==> config.mk <==
export PLATFORM = sky130hd
export DESIGN_NAME = dr_alu_hs
export DESIGN_NICKNAME = d
export VERILOG_FILES = /design/src/rtl/dr_alu_hs.sv
export SDC_FILE = /design/constraint.sdc
export NUM_CORES = 1
export LEC_CHECK = 0
export BUFFER_PORTS_ARGS = -buffer_cell sky130_fd_sc_hd__clkbuf_2
export CAP_MARGIN = 10
export CELL_PAD_IN_SITES_DETAIL_PLACEMENT = 0
export CELL_PAD_IN_SITES_GLOBAL_PLACEMENT = 1
export CORE_MARGIN = 2
export CORE_UTILIZATION = 35
export CTS_BUF_LIST = sky130_fd_sc_hd__clkbuf_16
export DETAILED_ROUTE_END_ITERATION = 8
export GPL_TIMING_DRIVEN = 0
export PLACE_DENSITY = 0.78
export SYNTH_ARGS = -nofsm -noshare
export SYNTH_HDL_FRONTEND = slang
export SYNTH_SLANG_ARGS = --single-unit
==> constraint.sdc <==
create_clock -name clk -period 1.71 [get_ports clk]
set_input_delay 0.171 -clock clk [delete_from_list [all_inputs] [get_ports clk]]
set_output_delay 0.171 -clock clk [all_outputs]
set_load 0.05 [all_outputs]
==> src/rtl/dr_alu_hs.sv <==
// Dual-rail (NULL/DATA) ALU behind a clocked four-phase handshake.
// Captures a complete DATA wavefront, holds the dual-rail result until the consumer requests NULL.
module dr_alu_hs #(
  parameter int WIDTH   = 5,
  parameter int TIMEOUT = 64,
  parameter int CNT_W   = 16
) (
  input  logic               clk,
  input  logic               rst_n,
  input  logic [2*WIDTH-1:0] a_dr,
  input  logic [2*WIDTH-1:0] b_dr,
  input  logic [1:0]         sel0_dr,
  input  logic [1:0]         sel1_dr,
  input  logic [1:0]         cin_dr,
  input  logic               ki,
  input  logic               clr_err,
  output logic               ko,
  output logic [2*WIDTH-1:0] out_dr,
  output logic [1:0]         ovf_dr,
  output logic [1:0]         neg_dr,
  output logic [1:0]         zero_dr,
  output logic               err_enc,
  output logic               err_timeout,
  output logic [CNT_W-1:0]   txn_count
);

  localparam int NPAIRS = 2*WIDTH + 3;
  localparam int TO_W   = (TIMEOUT < 1) ? 1 : $clog2(TIMEOUT + 1);
  localparam logic [TO_W-1:0] TO_LIMIT = TO_W'(TIMEOUT);

  typedef enum logic {WAIT_DATA = 1'b0, HOLD_DATA = 1'b1} state_t;

  function automatic logic [1:0] enc_bit(input logic v);
    return v ? 2'b10 : 2'b01;
  endfunction

  function automatic logic [2*WIDTH-1:0] enc_word(input logic [WIDTH-1:0] v);
    logic [2*WIDTH-1:0] r;
    r = '0;
    for (int i = 0; i < WIDTH; i++) r[2*i +: 2] = enc_bit(v[i]);
    return r;
  endfunction

  state_t            state, state_next;
  logic [TO_W-1:0]   to_cnt, to_next;
  logic [2*NPAIRS-1:0] rails;
  logic              complete, all_null, illegal, partial;
  logic [WIDTH-1:0]  a_val, b_val, res;
  logic [1:0]        op;
  logic              cin_val, ovf;
  logic              capture, release_out, enc_hit, to_hit;

  assign rails = {cin_dr, sel1_dr, sel0_dr, b_dr, a_dr};

  // Wavefront classification over every rail pair of every input bus.
  always_comb begin
    complete = 1'b1;
    all_null = 1'b1;
    illegal  = 1'b0;
    for (int p = 0; p < NPAIRS; p++) begin
      complete = complete & (rails[2*p] ^ rails[2*p+1]);
      all_null = all_null & ~(rails[2*p] | rails[2*p+1]);
      illegal  = illegal | (rails[2*p] & rails[2*p+1]);
    end
  end

  assign partial = ~(complete | all_null | illegal);

  // The true rail of each pair carries the logical value once the wavefront is complete.
  always_comb begin
    a_val = '0;
    b_val = '0;
    for (int i = 0; i < WIDTH; i++) begin
      a_val[i] = a_dr[2*i+1];
      b_val[i] = b_dr[2*i+1];
    end
  end

  assign op      = {sel1_dr[1], sel0_dr[1]};
  assign cin_val = cin_dr[1];

  always_comb begin
    res = '0;
    ovf = 1'b0;
    case (op)
      2'b00: begin
        res = a_val + b_val + WIDTH'(cin_val);
        ovf = (a_val[WIDTH-1] == b_val[WIDTH-1]) && (res[WIDTH-1] != a_val[WIDTH-1]);
      end
      2'b01: begin
        res = a_val - b_val - WIDTH'(cin_val);
        ovf = (a_val[WIDTH-1] != b_val[WIDTH-1]) && (res[WIDTH-1] != a_val[WIDTH-1]);
      end
      2'b10:   res = a_val ^ b_val;
      default: res = a_val & b_val;
    endcase
  end

  // NOTE: every signal driven here gets a default first, so no path leaves one unassigned and no latch is inferred.
  always_comb begin
    state_next  = state;
    capture     = 1'b0;
    release_out = 1'b0;
    enc_hit     = 1'b0;
    to_hit      = 1'b0;
    to_next     = '0;
    case (state)
      WAIT_DATA: begin
        enc_hit = illegal;
        if (complete && ki) begin
          capture    = 1'b1;
          state_next = HOLD_DATA;
        end
        if (partial) begin
          to_next = (to_cnt == TO_LIMIT) ? to_cnt : to_cnt + 1'b1;
          to_hit  = (TIMEOUT != 0) && (to_next == TO_LIMIT);
        end
      end
      HOLD_DATA: begin
        if (all_null && !ki) begin
          release_out = 1'b1;
          state_next  = WAIT_DATA;
        end
      end
      default: state_next = WAIT_DATA;
    endcase
  end

  assign ko = (state == WAIT_DATA);

  // NOTE: state is updated with non-blocking assignments so every register samples pre-edge values.
  always_ff @(posedge clk or negedge rst_n) begin
    if (!rst_n) begin
      state       <= WAIT_DATA;
      to_cnt      <= '0;
      out_dr      <= '0;
      ovf_dr      <= 2'b00;
      neg_dr      <= 2'b00;
      zero_dr     <= 2'b00;
      err_enc     <= 1'b0;
      err_timeout <= 1'b0;
      txn_count   <= '0;
    end else begin
      state  <= state_next;
      to_cnt <= to_next;
      if (capture) begin
        out_dr    <= enc_word(res);
        ovf_dr    <= enc_bit(ovf);
        neg_dr    <= enc_bit(res[WIDTH-1]);
        zero_dr   <= enc_bit(res == '0);
        txn_count <= txn_count + 1'b1;
      end else if (release_out) begin
        out_dr  <= '0;
        ovf_dr  <= 2'b00;
        neg_dr  <= 2'b00;
        zero_dr <= 2'b00;
      end
      // Clearing wins over a same-cycle error event.
      if (clr_err)      err_enc <= 1'b0;
      else if (enc_hit) err_enc <= 1'b1;
      if (clr_err)     err_timeout <= 1'b0;
      else if (to_hit) err_timeout <= 1'b1;
    end
  end

endmodule

=== Word level (Yosys, flattened, before mapping) ===
Index checks and enable logic that the tools add are counted.

* Bits in registers: 42
* Input port bits: 30
* Output and inout bits: 35
* Logic and storage cells: 157

* Add/sub/neg operators: 6
* Equality and inequality tests: 8
* Multiplexer cells: 31
* Bitwise logic cells: 93
* Reductions and logical operators: 10

{| class="wikitable"
|+ Operator list
! operator !! count
|-
| AND 1 bit || 37
|-
| OR 1 bit || 27
|-
| 2-to-1 mux 2 bit || 11
|-
| 2-to-1 mux 7 bit || 3
|-
| 2-to-1 mux 10 bit || 2
|-
| adder 16 x 1 -> 16 bit, second input constant || 1
|-
| case mux 5 bit (3 select lines) || 1
|-
| == test 7 bit, second input constant || 2
|-
| NOT 1 bit || 14
|-
| bitwise XOR 1 bit || 13
|-
| 2-to-1 mux 1 bit || 12
|-
| adder 7 x 1 -> 7 bit, second input constant || 1
|-
| nonzero test 2 bit || 3
|-
| adder 5 x 1 -> 5 bit || 1
|-
| adder 5 bit || 1
|-
| AND 5 bit || 1
|-
| logical NOT 5 bit || 1
|-
| subtractor 5 x 1 -> 5 bit || 1
|-
| subtractor 5 bit || 1
|-
| bitwise XOR 5 bit || 1
|-
| logical AND 1 bit || 4
|-
| case mux 1 bit (2 select lines) || 2
|-
| inequality test 1 bit || 3
|-
| == test 2 x 1 -> 1 bit, second input constant || 1
|-
| 4 further kinds || 4
|}

=== Longest topological paths before layout ===
* Word-level depth: 20
* Depth in mapped cells: 10
* Gate-level depth less buffers: 10

=== Worst setup path after synthesis ===
Ideal clock, no wire load.

* Path type: input to register
* From: input a_dr[1]
* To: register zero_dr[0]
* Library setup time: 128 ps
* Arrival: 2141 ps
* Data required time: 1582 ps
* Setup slack: -559 ps
* Stages: 9
* Buffers on the path: 0
* Path through: fa_1 > inv_1 > ha_1 > o21a_1 > or3_1 > a311oi_1 > o21ai_1 > nor4_2 > nor2_1

* Longest elaborated chain between the ends: 18
* Elaborated cells on any way between the ends: 44
* Classes of those cells: add/sub: 4; mux: 7; bitwise: 29; reduce/logical: 4

{| class="wikitable"
|+ Ends and longest elaborated chain
! element !! line !! RTL
|-
| start, declared || 10 || <nowiki>input logic [2*WIDTH-1:0] a_dr,</nowiki>
|-
| OR 1 bit || 62 || <nowiki>all_null = all_null & ~(rails[2*p] | rails[2*p+1]);</nowiki>
|-
| NOT 1 bit || 62 ||
|-
| AND 1 bit (12 in series) || 62 ||
|-
| logical AND 1 bit || 120 || <nowiki>if (all_null && !ki) begin</nowiki>
|-
| 2-to-1 mux 1 bit || 120 ||
|-
| 2-to-1 mux 1 bit || 107 || <nowiki>case (state)</nowiki>
|-
| nonzero test 2 bit (no line) || - ||
|-
| end signal, assigned || 150 || <nowiki>zero_dr <= enc_bit(res == '0);</nowiki>
|-
| end, declared || 21 || <nowiki>output logic [1:0] zero_dr,</nowiki>
|}

Parallel ways exist; a longest one is shown, timed or not.
A chain may end at the register's enable or synchronous reset.

=== Worst setup path after layout ===
* From: input b_dr[1]
* To: register out_dr[5]

* Longest elaborated chain between the ends: 14
* Elaborated cells on any way between the ends: 33
* Classes of those cells: add/sub: 4; mux: 7; bitwise: 19; reduce/logical: 3

{| class="wikitable"
|+ Ends and longest elaborated chain
! element !! line !! RTL
|-
| start, declared || 11 || <nowiki>input logic [2*WIDTH-1:0] b_dr,</nowiki>
|-
| parallel branches: the longest is 14 deep, another holds subtractor 5 bit || - ||
|-
| end signal, assigned || 147 || <nowiki>out_dr <= enc_word(res);</nowiki>
|-
| end, declared || 18 || <nowiki>output logic [2*WIDTH-1:0] out_dr,</nowiki>
|}

Several ways; the timed one is not identified.

==> flow_metrics.env <==
export IMPL_outcome="complete, but fails checks"
export IMPL_violations="negative setup slack"
export IMPL_drive_gt1_share_pct=43.87
export IMPL_end_kind="flip-flop"
export IMPL_period_share_pct=130.5
export IMPL_syn_area_per_cell_um2=9.224
export IMPL_crit_fanout=4
export IMPL_ys_seq_area_share_pct=34.23
export IMPL_yosysTopAreaCellShare_pct=34.23
export IMPL_cts_tree="yes"
export IMPL_syn_cell_area_um2=2924
export IMPL_p_int_uw=1762
export IMPL_path_buf_inv=3
export IMPL_drc=0
export IMPL_worst_clock_skew_ns=0.004828
export IMPL_dp_hpwl_um=5299
export IMPL_cpMaxStageDelayCell="fa_2"
export IMPL_setup_viol=10
export IMPL_slew_headroom_pct=34.38
export IMPL_htree_levels=2
export IMPL_switchingPower_uw=693.0
export IMPL_seq_power_share_pct=38.8
export IMPL_slew_violations=0
export IMPL_grt_pass1_wl_um=11210
export IMPL_hold_ws_ns=0.03715
export IMPL_place_gp_congestion=0.8223
export IMPL_cts_root_buf="clkbuf_16"
export IMPL_clk_latency_ns=0.28
export IMPL_clkTransAtPathRegs_ns=0.06
export IMPL_worst_slack_ns=-0.5224
export IMPL_ys_flop_type="dfrtp_1"
export IMPL_nNetsFinal=480
export IMPL_wire_per_inst_um=14.12
export IMPL_worst_setup_path_start_kind="input pin"
export IMPL_max_stage_delay_ns=0.61
export IMPL_synth_seq_cells=40
export IMPL_power_density_nw_per_um2=574.6
export IMPL_final_hold_viol_count=0
export IMPL_synthTopCellsByArea="dfrtp_1, ha_1, xnor2_1"
export IMPL_antenna_found_initial=0
export IMPL_syn_nets=390
export IMPL_p_leak_uw=0.002050
export IMPL_crit_start="b_dr[1]"
export IMPL_clock_fmax_mhz=448.0
export IMPL_critPathRequiredTime_ns=1.89
export IMPL_fin_crit_ns=2.232
export IMPL_syn_to_final_growth_pct=46.13
export IMPL_clockBufferDepth=2
export IMPL_worst_slew_pin_transition_ns=0.9843
export IMPL_r2r_start="to_cnt[0]"
export IMPL_maxCapViolCount=0
export IMPL_clkPwrFrac_pct=36.6
export IMPL_synth_top_area_cell="dfrtp_1"
export IMPL_antenna_cells=0
export IMPL_ys_types=55
export IMPL_criticalPathCategory="in -> reg"
export IMPL_die_area_um2=9101
export IMPL_rows=33
export IMPL_netlist_instances=317
export IMPL_drt_pass1_iter_count=4
export IMPL_drt_iter0_drc=88
export IMPL_synthTopCellsByCount="dfrtp_1, ha_1, inv_1, nand2_1, nor2_1"
export IMPL_cp_top_family="adder cells"
export IMPL_path_cells="buf_8, fa_2, inv_2, ha_4, o21a_4, or3_4, a311oi_4, buf_4, nor3_2, a31o_2"
export IMPL_coreArea_um2=8175
export IMPL_io_pins=65
export IMPL_die_y_um=95.40
export IMPL_via_count=2579
export IMPL_hold_class="in -> async"
export IMPL_ant_nets=0
export IMPL_holdBufCountCts=0
export IMPL_cp_arrival_ns=2.41
export IMPL_cts_sinks=40
export IMPL_routed_wirelength_um=7243
export IMPL_start_util_pct=35.77
export IMPL_rsz0062_at_grt="true"
export IMPL_yosys_warnings=0
export IMPL_async_flop_share_pct=100.0
export IMPL_fp_dieW_um=95.40
export IMPL_fin_tns_setup_ns=-4.006
export IMPL_comb_power_share_pct=24.6
export IMPL_peakVddDrop_uv=303.9
export IMPL_via_per_inst=5.027
export IMPL_p_sw_share_pct=28.22
export IMPL_cts_made_buffers=5
export IMPL_gr_total_overflow=0
export IMPL_gr_usage_all_layers_pct=15.58
export IMPL_synth_edf_count=0
export IMPL_io_buffers=64
export IMPL_grt_pass1_vias=2366
export IMPL_grt_max_degree=41
flip-flops by register name (all words and copies together), names as in the netlist:
signal       flops
err_enc          1
err_timeout      1
out_dr          10
ovf_dr           2
state            1
to_cnt           7
txn_count       16
zero_dr          2
per-layer routing:
layer	vias to the layer above	GRT usage (%)	wire (µm)
li1	1266	-	-
met1	1252	19.79	3060
met3	9	2.213	230
met4	0	4.643	92
met2	52	27.41	3859
met5	-	0	0
worst register-to-register path, stage by stage, from the launching register on:
cell and delay (ns):
dfrtp_2 0.44, inv_1 0.07, ha_1 0.16, nand3_1 0.09
or3_4 0.37, and3_1 0.19, o221ai_2 0.18, o22ai_2 0.08
what timing repair did:
action | in CTS | in global routing
setup endpoints to repair | 32 | 33
buffers inserted | 12 | 9
pin swaps | 21 | 32
resized for setup | 31 | 86
area by class of cell:
| type | count | area (µm²) |
|---|---|---|
| fillers | 755 | 3902 |
| well taps | 105 | 131.4 |
| plain buffers | 8 | 68.82 |
| repair buffers | 84 | 591.8 |
| clock buffers | 5 | 125.1 |
| flip-flops and latches | 40 | 1002 |
| clock inverters | 3 | 18.77 |
| inverters | 37 | 148.9 |
| multi-input cells | 231 | 2186 |
placed cells by master, fill, tap and decap left out, types with 8 or more instances in the layout:
cell type  Yosys  final
nand3_1       15     13
ha_1          40     20
dfrtp_1       40     39
a21oi_1       12      9
ha_4           0     17
nand2_1       33     29
xor2_1         8      8
buf_4          3     20
inv_1         36     22
nor2_1        25     21
inv_2          1     11
clkbuf_2       0     50
xnor2_1       16     16
buf_6          0      9
final timing paths:
kind,slack [ns],to,cells past startpoint
worst max-delay path,-0.52,out_dr[5],10
worst min-delay path,0.04,err_timeout,1
worst max register to register,0.02,err_timeout,7
worst min register to register,0.46,txn_count[15],1
max in group asynchronous,1.01,to_cnt[0],1
min in group clk,0.09,err_enc,2
power groups by stage:
stage / clock [µW] / sequential, µW / combinational, µW
4_1_cts: 914 / 954 / 486
3_5_place_dp: 0 / 971 / 429
5_1_grt: 950 / 954 / 664
2_1_floorplan: 0 / 981 / 274
3_3_place_gp: 0 / 971 / 424
6_report: 898 / 954 / 603
stage by stage:
step	cell area, µm²	cells	setup WS [ns]	total power [µW]	utilization, %
3_3_place_gp	3451	486	-0.9302	1395	42.21
4_1_cts	3829	506	-0.5291	2354	46.83
3_5_place_dp	3451	486	-0.9441	1400	42.21
2_1_floorplan	2999	317	-0.5210	1255	-
5_1_grt	4273	513	-0.5861	2568	52.27
6_report	4273	513	-0.5224	2455	52.27
cells by family after synthesis:
kind of cell	share of synthesized area [%]
DFF	34.23
buffers and inverters	6.375
and+or+nand+nor	21.61
muxes	0.7274
AOI/OAI and AO/OA	10.70
xor gates and xnor gates	7.189
adders and majority gates	19.17
(Power assumes the default switching activity.)
